===== src/rtl/p09_breakout_spi_master.sv =====
`default_nettype none
// =============================================================================
// Module      : p09_breakout_spi_master
// Description : SPI mode-0 master. Streams bytes MSB-first from a valid/ready
//               port and returns the byte captured on miso; ss_n spans bursts.
// Revision    : 1.0 - initial release
// =============================================================================
module p09_breakout_spi_master #(
    parameter int CLK_DIV        = 4,
    parameter int DATA_W         = 8,
    parameter int SS_IDLE_CYCLES = 2
) (
    input  logic              clk,
    input  logic              rst,
    input  logic [DATA_W-1:0] tx_data,
    input  logic              tx_valid,
    input  logic              tx_last,
    output logic              tx_ready,
    output logic [DATA_W-1:0] rx_data,
    output logic              rx_valid,
    output logic              busy,
    output logic              sck,
    output logic              ss_n,
    output logic              mosi,
    input  logic              miso
);

    localparam int c_CNT_MAX = (CLK_DIV > SS_IDLE_CYCLES) ? CLK_DIV : SS_IDLE_CYCLES;
    localparam int c_CNT_W   = $clog2(c_CNT_MAX + 1);
    localparam int c_BIT_W   = $clog2(2 * DATA_W + 1);

    localparam logic [c_CNT_W-1:0] c_DIV_LAST  = c_CNT_W'(CLK_DIV - 1);
    localparam logic [c_CNT_W-1:0] c_GAP_LAST  = c_CNT_W'(SS_IDLE_CYCLES - 1);
    localparam logic [c_BIT_W-1:0] c_BIT_FINAL = c_BIT_W'(2 * DATA_W - 1);
    localparam logic [c_BIT_W-1:0] c_BIT_FULL  = c_BIT_W'(2 * DATA_W);

    localparam logic [2:0] c_IDLE  = 3'd0;
    localparam logic [2:0] c_SHIFT = 3'd1;
    localparam logic [2:0] c_NEXT  = 3'd2;
    localparam logic [2:0] c_TRAIL = 3'd3;
    localparam logic [2:0] c_GAP   = 3'd4;

    logic [2:0]        r_state,    w_state_nxt;
    logic [c_CNT_W-1:0] r_cnt,     w_cnt_nxt;
    logic [c_BIT_W-1:0] r_bit_cnt, w_bit_cnt_nxt;
    logic [DATA_W-1:0] r_tx_sh,    w_tx_sh_nxt;
    logic [DATA_W-1:0] r_rx_sh,    w_rx_sh_nxt;
    logic [DATA_W-1:0] r_rx_data,  w_rx_data_nxt;
    logic              r_last,     w_last_nxt;
    logic              r_sck,      w_sck_nxt;
    logic              r_ss_n,     w_ss_n_nxt;
    logic              r_mosi,     w_mosi_nxt;
    logic              r_tx_ready, w_tx_ready_nxt;
    logic              r_rx_valid, w_rx_valid_nxt;
    logic              r_busy,     w_busy_nxt;
    logic              w_accept;

    assign w_accept = tx_valid && r_tx_ready;

    always_comb begin
        w_state_nxt    = r_state;
        w_cnt_nxt      = r_cnt;
        w_bit_cnt_nxt  = r_bit_cnt;
        w_tx_sh_nxt    = r_tx_sh;
        w_rx_sh_nxt    = r_rx_sh;
        w_rx_data_nxt  = r_rx_data;
        w_last_nxt     = r_last;
        w_sck_nxt      = r_sck;
        w_ss_n_nxt     = r_ss_n;
        w_mosi_nxt     = r_mosi;
        w_tx_ready_nxt = r_tx_ready;
        w_rx_valid_nxt = 1'b0;
        w_busy_nxt     = r_busy;

        case (r_state)
            c_IDLE, c_NEXT: begin
                if (w_accept) begin
                    w_state_nxt    = c_SHIFT;
                    w_cnt_nxt      = '0;
                    w_bit_cnt_nxt  = '0;
                    w_tx_sh_nxt    = tx_data;
                    w_last_nxt     = tx_last;
                    w_sck_nxt      = 1'b0;
                    w_ss_n_nxt     = 1'b0;
                    w_mosi_nxt     = tx_data[DATA_W-1];
                    w_tx_ready_nxt = 1'b0;
                    w_busy_nxt     = 1'b1;
                end
            end
            c_SHIFT: begin
                if (r_cnt == c_DIV_LAST) begin
                    w_cnt_nxt = '0;
                    w_sck_nxt = ~r_sck;
                    if (r_bit_cnt != c_BIT_FULL) begin
                        w_bit_cnt_nxt = r_bit_cnt + 1'b1;
                    end
                    if (!r_sck) begin
                        w_rx_sh_nxt = {r_rx_sh[DATA_W-2:0], miso};
                    end else if (r_bit_cnt == c_BIT_FINAL) begin
                        // Final falling edge: hand the byte out and leave SHIFT.
                        w_rx_data_nxt  = r_rx_sh;
                        w_rx_valid_nxt = 1'b1;
                        if (r_last) begin
                            w_state_nxt = c_TRAIL;
                        end else begin
                            w_state_nxt    = c_NEXT;
                            w_tx_ready_nxt = 1'b1;
                        end
                    end else begin
                        w_tx_sh_nxt = r_tx_sh << 1;
                        w_mosi_nxt  = r_tx_sh[DATA_W-2];
                    end
                end else begin
                    w_cnt_nxt = r_cnt + 1'b1;
                end
            end
            c_TRAIL: begin
                if (r_cnt == c_DIV_LAST) begin
                    w_cnt_nxt   = '0;
                    w_ss_n_nxt  = 1'b1;
                    w_state_nxt = c_GAP;
                end else begin
                    w_cnt_nxt = r_cnt + 1'b1;
                end
            end
            c_GAP: begin
                if (r_cnt == c_GAP_LAST) begin
                    w_cnt_nxt      = '0;
                    w_state_nxt    = c_IDLE;
                    w_tx_ready_nxt = 1'b1;
                    w_busy_nxt     = 1'b0;
                end else begin
                    w_cnt_nxt = r_cnt + 1'b1;
                end
            end
            default: begin
                w_state_nxt    = c_IDLE;
                w_cnt_nxt      = '0;
                w_sck_nxt      = 1'b0;
                w_ss_n_nxt     = 1'b1;
                w_tx_ready_nxt = 1'b1;
                w_busy_nxt     = 1'b0;
            end
        endcase
    end

    always_ff @(posedge clk or posedge rst) begin
        if (rst) begin
            r_state    <= c_IDLE;
            r_cnt      <= '0;
            r_bit_cnt  <= '0;
            r_tx_sh    <= '0;
            r_rx_sh    <= '0;
            r_rx_data  <= '0;
            r_last     <= 1'b0;
            r_sck      <= 1'b0;
            r_ss_n     <= 1'b1;
            r_mosi     <= 1'b0;
            r_tx_ready <= 1'b1;
            r_rx_valid <= 1'b0;
            r_busy     <= 1'b0;
        end else begin
            r_state    <= w_state_nxt;
            r_cnt      <= w_cnt_nxt;
            r_bit_cnt  <= w_bit_cnt_nxt;
            r_tx_sh    <= w_tx_sh_nxt;
            r_rx_sh    <= w_rx_sh_nxt;
            r_rx_data  <= w_rx_data_nxt;
            r_last     <= w_last_nxt;
            r_sck      <= w_sck_nxt;
            r_ss_n     <= w_ss_n_nxt;
            r_mosi     <= w_mosi_nxt;
            r_tx_ready <= w_tx_ready_nxt;
            r_rx_valid <= w_rx_valid_nxt;
            r_busy     <= w_busy_nxt;
        end
    end

    assign tx_ready = r_tx_ready;
    assign rx_data  = r_rx_data;
    assign rx_valid = r_rx_valid;
    assign busy     = r_busy;
    assign sck      = r_sck;
    assign ss_n     = r_ss_n;
    assign mosi     = r_mosi;

endmodule
`default_nettype wire


===== config.mk =====
export PLATFORM = sky130hd
export DESIGN_NAME = p09_breakout_spi_master
export DESIGN_NICKNAME = d
export VERILOG_FILES = /design/src/rtl/p09_breakout_spi_master.sv
export SDC_FILE = /design/constraint.sdc
export NUM_CORES = 1
export LEC_CHECK = 0
export ABC_CLOCK_PERIOD_IN_PS = 3000
export BUFFER_PORTS_ARGS = -buffer_cell sky130_fd_sc_hd__buf_4
export CORE_AREA = 2 2 60 68
export CTS_CLUSTER_DIAMETER = 200
export DETAILED_ROUTE_END_ITERATION = 8
export DIE_AREA = 0 0 62 70
export PLACE_DENSITY = 0.77
export SYNTH_ARGS = -nofsm -noshare
export SYNTH_HDL_FRONTEND = slang
export SYNTH_SLANG_ARGS = --single-unit

===== constraint.sdc =====
create_clock -name clk -period 3 [get_ports clk]
set_clock_uncertainty 0.15 [all_clocks]
set_input_delay 0.3 -clock clk [delete_from_list [all_inputs] [get_ports clk]]
set_output_delay 0.3 -clock clk [all_outputs]
set_load 0.05 [all_outputs]

== Word-level counts from Yosys, hierarchy flattened ==
Index checks and enable logic that the tools add are counted.

* Reduce and logical (&&, ||, !) cells: 17
* Eq/ne operators: 17
* Bitwise logic cells: 5
* Multiplexer cells: 44
* Add/subtract/negate cells: 2

{| class="wikitable"
|+ Operators with widths
! operator !! count
|-
| 7-bit 2-to-1 mux || 4
|-
| 3-bit 2-to-1 mux || 9
|-
| 1-bit 2-to-1 mux || 19
|-
| 2-bit != test, second input constant || 9
|-
| 5-bit 2-to-1 mux || 3
|-
| 7-bit one-hot mux with 2 select lines || 1
|-
| 3-bit one-hot mux with 4 select lines || 1
|-
| 3-bit AND reduction || 4
|-
| 5-bit one-hot mux with 2 select lines || 1
|-
| 3-bit by 2-bit equality test with 1-bit output, second input constant || 3
|-
| 1-bit one-hot mux with 3 select lines || 3
|-
| 3-bit one-hot mux with 3 select lines || 1
|-
| 4-bit AND reduction || 2
|-
| 2-bit OR reduction || 4
|-
| 7-bit AND reduction || 1
|-
| 3-bit by 1-bit equality test with 1-bit output, second input constant || 2
|-
| 6-bit AND reduction || 1
|-
| 5-bit by 1-bit adder with 5-bit output, second input constant || 1
|-
| 5-bit by 4-bit equality test with 1-bit output, second input constant || 1
|-
| 5-bit != test, second input constant || 1
|-
| 1-bit inverter || 5
|-
| 5-bit AND reduction || 1
|-
| 1-bit one-hot mux with 4 select lines || 1
|-
| 3-bit by 1-bit adder with 3-bit output, second input constant || 1
|-
| other kinds (6) || 6
|}

* Register bits after elaboration: 41
* Logic and storage cells: 98
* Output and inout port bits: 14

== Logic depth before layout (Yosys ltp) ==
* Depth in word-level cells: 5
* Gate-level depth with buffers: 8
* Gate-level depth less buffers: 7

== Least setup slack after synthesis ==
Ideal clock, no wire load.

* Kind: flip-flop to flip-flop
* Start: register r_bit_cnt[0]
* End: register r_mosi, in the netlist mosi
* Clock period less this slack: 2.103 ns
* Cell stages (with the launch flop): 9
* Setup slack: 0.897 ns
* Data arrival time: 1.818 ns
* Path buffers: 1
* Setup time: 0.135 ns
* Required time: 2.715 ns
* Cell sequence: dfrtp_1 ha_1 and3_1 ha_1 nor4b_1 o221ai_2 buf_4 nand2_1 o21ai_0

* Cells in the longest elaborated chain, start to end: 3

{| class="wikitable"
|+ Ends and longest elaborated chain
! item !! line !! text
|-
| start, declared || 45 || <nowiki>logic [c_BIT_W-1:0] r_bit_cnt, w_bit_cnt_nxt;</nowiki>
|-
| start signal, assigned || 165 || <nowiki>r_bit_cnt <= w_bit_cnt_nxt;</nowiki>
|-
| 5-bit by 4-bit equality test with 1-bit output || 99 || <nowiki>end else if (r_bit_cnt == c_BIT_FINAL) begin</nowiki>
|-
| 2-bit != test (no source line) || - ||
|-
| 5-bit AND reduction (no source line) || - ||
|-
| end signal, assigned || 172 || <nowiki>r_mosi <= w_mosi_nxt;</nowiki>
|-
| end, declared || 52 || <nowiki>logic r_mosi, w_mosi_nxt;</nowiki>
|}

Every way passes these cells.
A chain may end at the register's enable or synchronous reset.

== Worst setup path after layout ==
* Start: register r_state[0]
* End: register r_tx_sh[4]

* Cells in the longest elaborated chain, start to end: 4

{| class="wikitable"
|+ Ends and longest elaborated chain
! item !! line !! text
|-
| start, declared || 43 || <nowiki>logic [2:0] r_state, w_state_nxt;</nowiki>
|-
| start signal, assigned || 149 || <nowiki>r_state <= c_IDLE;</nowiki>
|-
| start signal, assigned || 163 || <nowiki>r_state <= w_state_nxt;</nowiki>
|-
| 3-bit by 2-bit equality test with 1-bit output / 3-bit logical NOT (equally long branches) || 75 || <nowiki>case (r_state)</nowiki>
|-
| 2-bit OR reduction || 75 ||
|-
| 2-bit != test (no source line) / 2-bit nonzero test (equally long branches) || - ||
|-
| 5-bit AND reduction (no source line) || - ||
|-
| end signal, assigned || 166 || <nowiki>r_tx_sh <= w_tx_sh_nxt;</nowiki>
|-
| end, declared || 46 || <nowiki>logic [DATA_W-1:0] r_tx_sh, w_tx_sh_nxt;</nowiki>
|}

Parallel ways exist; a longest one is shown, timed or not.

==> impl_metrics.yaml <==
layout:
  fin_util: 0.635
  drive_above_1_share: 0.315
  final_cells: 255
  seq_area_um2: 1030
  multi_input_area_um2: 922
  final_nets: 223
  diodes: 0
  nFillCells: 289
  fin_area_um2: 2380
  syn_to_final_growth_pct: 17.5
worst_setup_path:
  r2r_start: "r_state[0]$_DFFE_PP0P_"
  crit_arrival_ps: 2500
  critPathLaunch: "r_state[0]$_DFFE_PP0P_"
  start_kind: "register"
  reg2reg_depth: 3
  criticalPathCategory: "reg2reg"
  crit_fanout: 17
  worst_setup_path_end_kind: "register"
  cp_data_required_time_ps: 3000
min_path:
  min_from: "tx_valid"
  min_path_type: "in2reg"
  holdPathStages: 2
logic_synthesis:
  synth-seq-area-share: 0.507
  syn_inst: 174
  synth.avg_cell_area_um2: 11.7
  ys_types: 37
  synth-seq-cells: 41
  yosys.area.top_type: "dfrtp_1"
  synth_area_um2: 2030
  synthTopCellsByArea: "dfrtp_1 (48%), mux2_2 (11%), ha_1 (4.9%)"
  yosysTopAreaCellShare: 0.481
  ys_warn_count: 0
  synth_nets: 195
global_route:
  grt_pass1_wl_um: 6590
  grt_pass1_vias: 1397
  grt_max_degree: 42
  grtUsageMet2: 0.318
  gr-usage-met3: 0.0574
  antenna_found_initial: 0
  grt_usage: 0.204
  grt-ovfl-total: 0
  grtUsageMet1: 0.268
  busiest_layer: "met2"
cts:
  cts_buffer_depth: 2
  cts_tree: "done"
  postCtsSetupBuffers: 0
  cts-root-buf: "clkbuf_8"
  cts.sink_count: 41
  cts_buffers: 5
  h-tree-depth: 2
  clk_latency_ps: 290
  clk_pin_slew_worst_paths_ps: 80
sta:
  setup_tns_ps: 0
  min_period_ps: 2500
  timing_hold_violations_final: 0
  fmax_mhz: 400
  tightest_slew_ps: 853
  slew_viol_final: 0
  setup_ws_ps: 502
  setup_violations: 0
  fin_crit_sh: 0.833
  maxSlewHeadroom: 0.432
  rsz0062_at_grt: "no"
route:
  wl_um: 3960
  first_pass_iters: 4
  via_count: 1409
  antenna_left: 0
  wire_per_inst_um: 15.5
  drc: 0
  drt-initial-drc-count: 59
  viasPerCell: 5.53
floorplanning:
  die-width_um: 62
  die_h_um: 70
  core_um2: 3750
  ios: 27
  rows: 24
  dieArea_um2: 4340
  initial_core_util: 0.541
place:
  hpwl_um: 2890
  io_buffers: 26
  dp.cells: 246
  routabilityCongestion: 0.883
  dp_slack_ps: 499
  placed_area_um2: 2260
power:
  p_leak_nw: 1.17
  vdd_drop_max_mv: 0.540
  pwr_density_cell_nw_per_um2: 959
job:
  max-cap-violations: 0
status:
  status: "complete, no violations"
[layout by cell type, fill, tap and decap left out, drive strengths merged, types with 2 or more instances in the layout]
| master | instances |
|---|---|
| nor3b | 2 |
| inv | 9 |
| and3b | 2 |
| mux2 | 21 |
| a21oi | 10 |
| and3 | 3 |
| nand2b | 2 |
| o41ai | 4 |
| nor2b | 3 |
| nor2 | 9 |
| dfstp | 2 |
| clkbuf | 5 |
| o221ai | 2 |
| and2 | 2 |
| nand2 | 13 |
| ha | 8 |
| nand3 | 2 |
| o21ai | 14 |
| buf | 28 |
| dfrtp | 39 |
| mux2i | 9 |
[state kept, by name (all words and copies together) (netlist names)]
signal / cells
sck: 1
rx_valid: 1
tx_ready: 1
rx_data: 8
r_last: 1
r_rx_sh: 8
r_bit_cnt: 5
r_state: 3
r_tx_sh: 7
r_cnt: 3
busy: 1
mosi: 1
ss_n: 1
[path summary, 6_finish.rpt]
path | endpoint | slack, ps
worst max-delay path | r_tx_sh[4]$_DFFE_PP0P_ | 500
worst min-delay path | tx_ready$_DFFE_PP1P_ | 40
worst max register to register | r_tx_sh[4]$_DFFE_PP0P_ | 500
worst min register to register | r_tx_sh[3]$_DFFE_PP0P_ | 340
max in group asynchronous | tx_ready$_DFFE_PP1P_ | 1790
min in group asynchronous | rx_data[1]$_DFFE_PP0P_ | 530
[final cells by class]
| class | instances | area share |
|---|---|---|
| flip-flops and latches | 41 | 0.431 |
| multi-input cells | 116 | 0.387 |
| repair buffers | 29 | 0.0923 |
| clock buffers | 5 | 0.0289 |
| well taps | 52 | 0.0273 |
| clock inverters | 3 | 0.0194 |
| inverters | 9 | 0.0142 |
[metrics by stage]
stage,hold slack [ps],power [mW]
after CTS,39.6,2.30
after detailed placement,310,1.85
final,43.6,2.29
after global placement,302,1.79
after global routing,42.0,2.44
after floorplan,201,1.65
[critical path, stage by stage (launching register included)]
cell and delay, ps:
dfrtp_1 610, or3b_1 750, o221ai_2 650, o21ai_0 190
[cells by family (layout without fill, tap and decap cells)]
group | Yosys count | after routing | share of synthesized area
AND/OR/NAND/NOR | 40 | 40 | 0.101
AO/OA/AOI/OAI | 38 | 38 | 0.139
multiplexers | 30 | 30 | 0.165
buffers and inverters | 17 | 46 | 0.0388
adder cells (fa/ha/maj) | 8 | 8 | 0.0493
flip-flops | 41 | 41 | 0.507
[routing by layer]
layer  wire [um]  part of all wire  vias up
met5           0                 0        -
met4          93             0.023        0
li1            -                 -      669
met1        1630              0.41      692
met2        2100              0.53       37
met3         146             0.037       11
[power breakdown]
| group | internal, mW | total, mW | leakage [nW] | switching, mW |
|---|---|---|---|---|
| Sequential | 0.720 | 0.890 | 0.533 | 0.170 |
| Combinational | 0.412 | 0.951 | 0.582 | 0.540 |
| Clock | 0.249 | 0.446 | 0.0543 | 0.197 |
[Yosys cell counts (all sizes together)]
cell,n
a211o,1
a211oi,1
a21oi,10
a22oi,1
a31oi,1
a41o,1
and2,2
and3,3
and3b,2
buf,5
clkbuf,3
dfrtp,39
dfstp,2
ha,8
inv,9
mux2,21
mux2i,9
nand2,13
nand2b,2
nand3,2
nor2,9
nor2b,3
nor3b,2
nor4b,1
o21a,1
o21ai,14
o21ba,1
o221ai,2
o22ai,1
o41ai,4
or3b,1
[what timing repair did]
action / CTS / global route
gates resized for setup: 0 / 0
hold buffers: 1 / 0
hold endpoints to repair: 39 / 0
No activity file was read; power rests on OpenSTA's default activity.
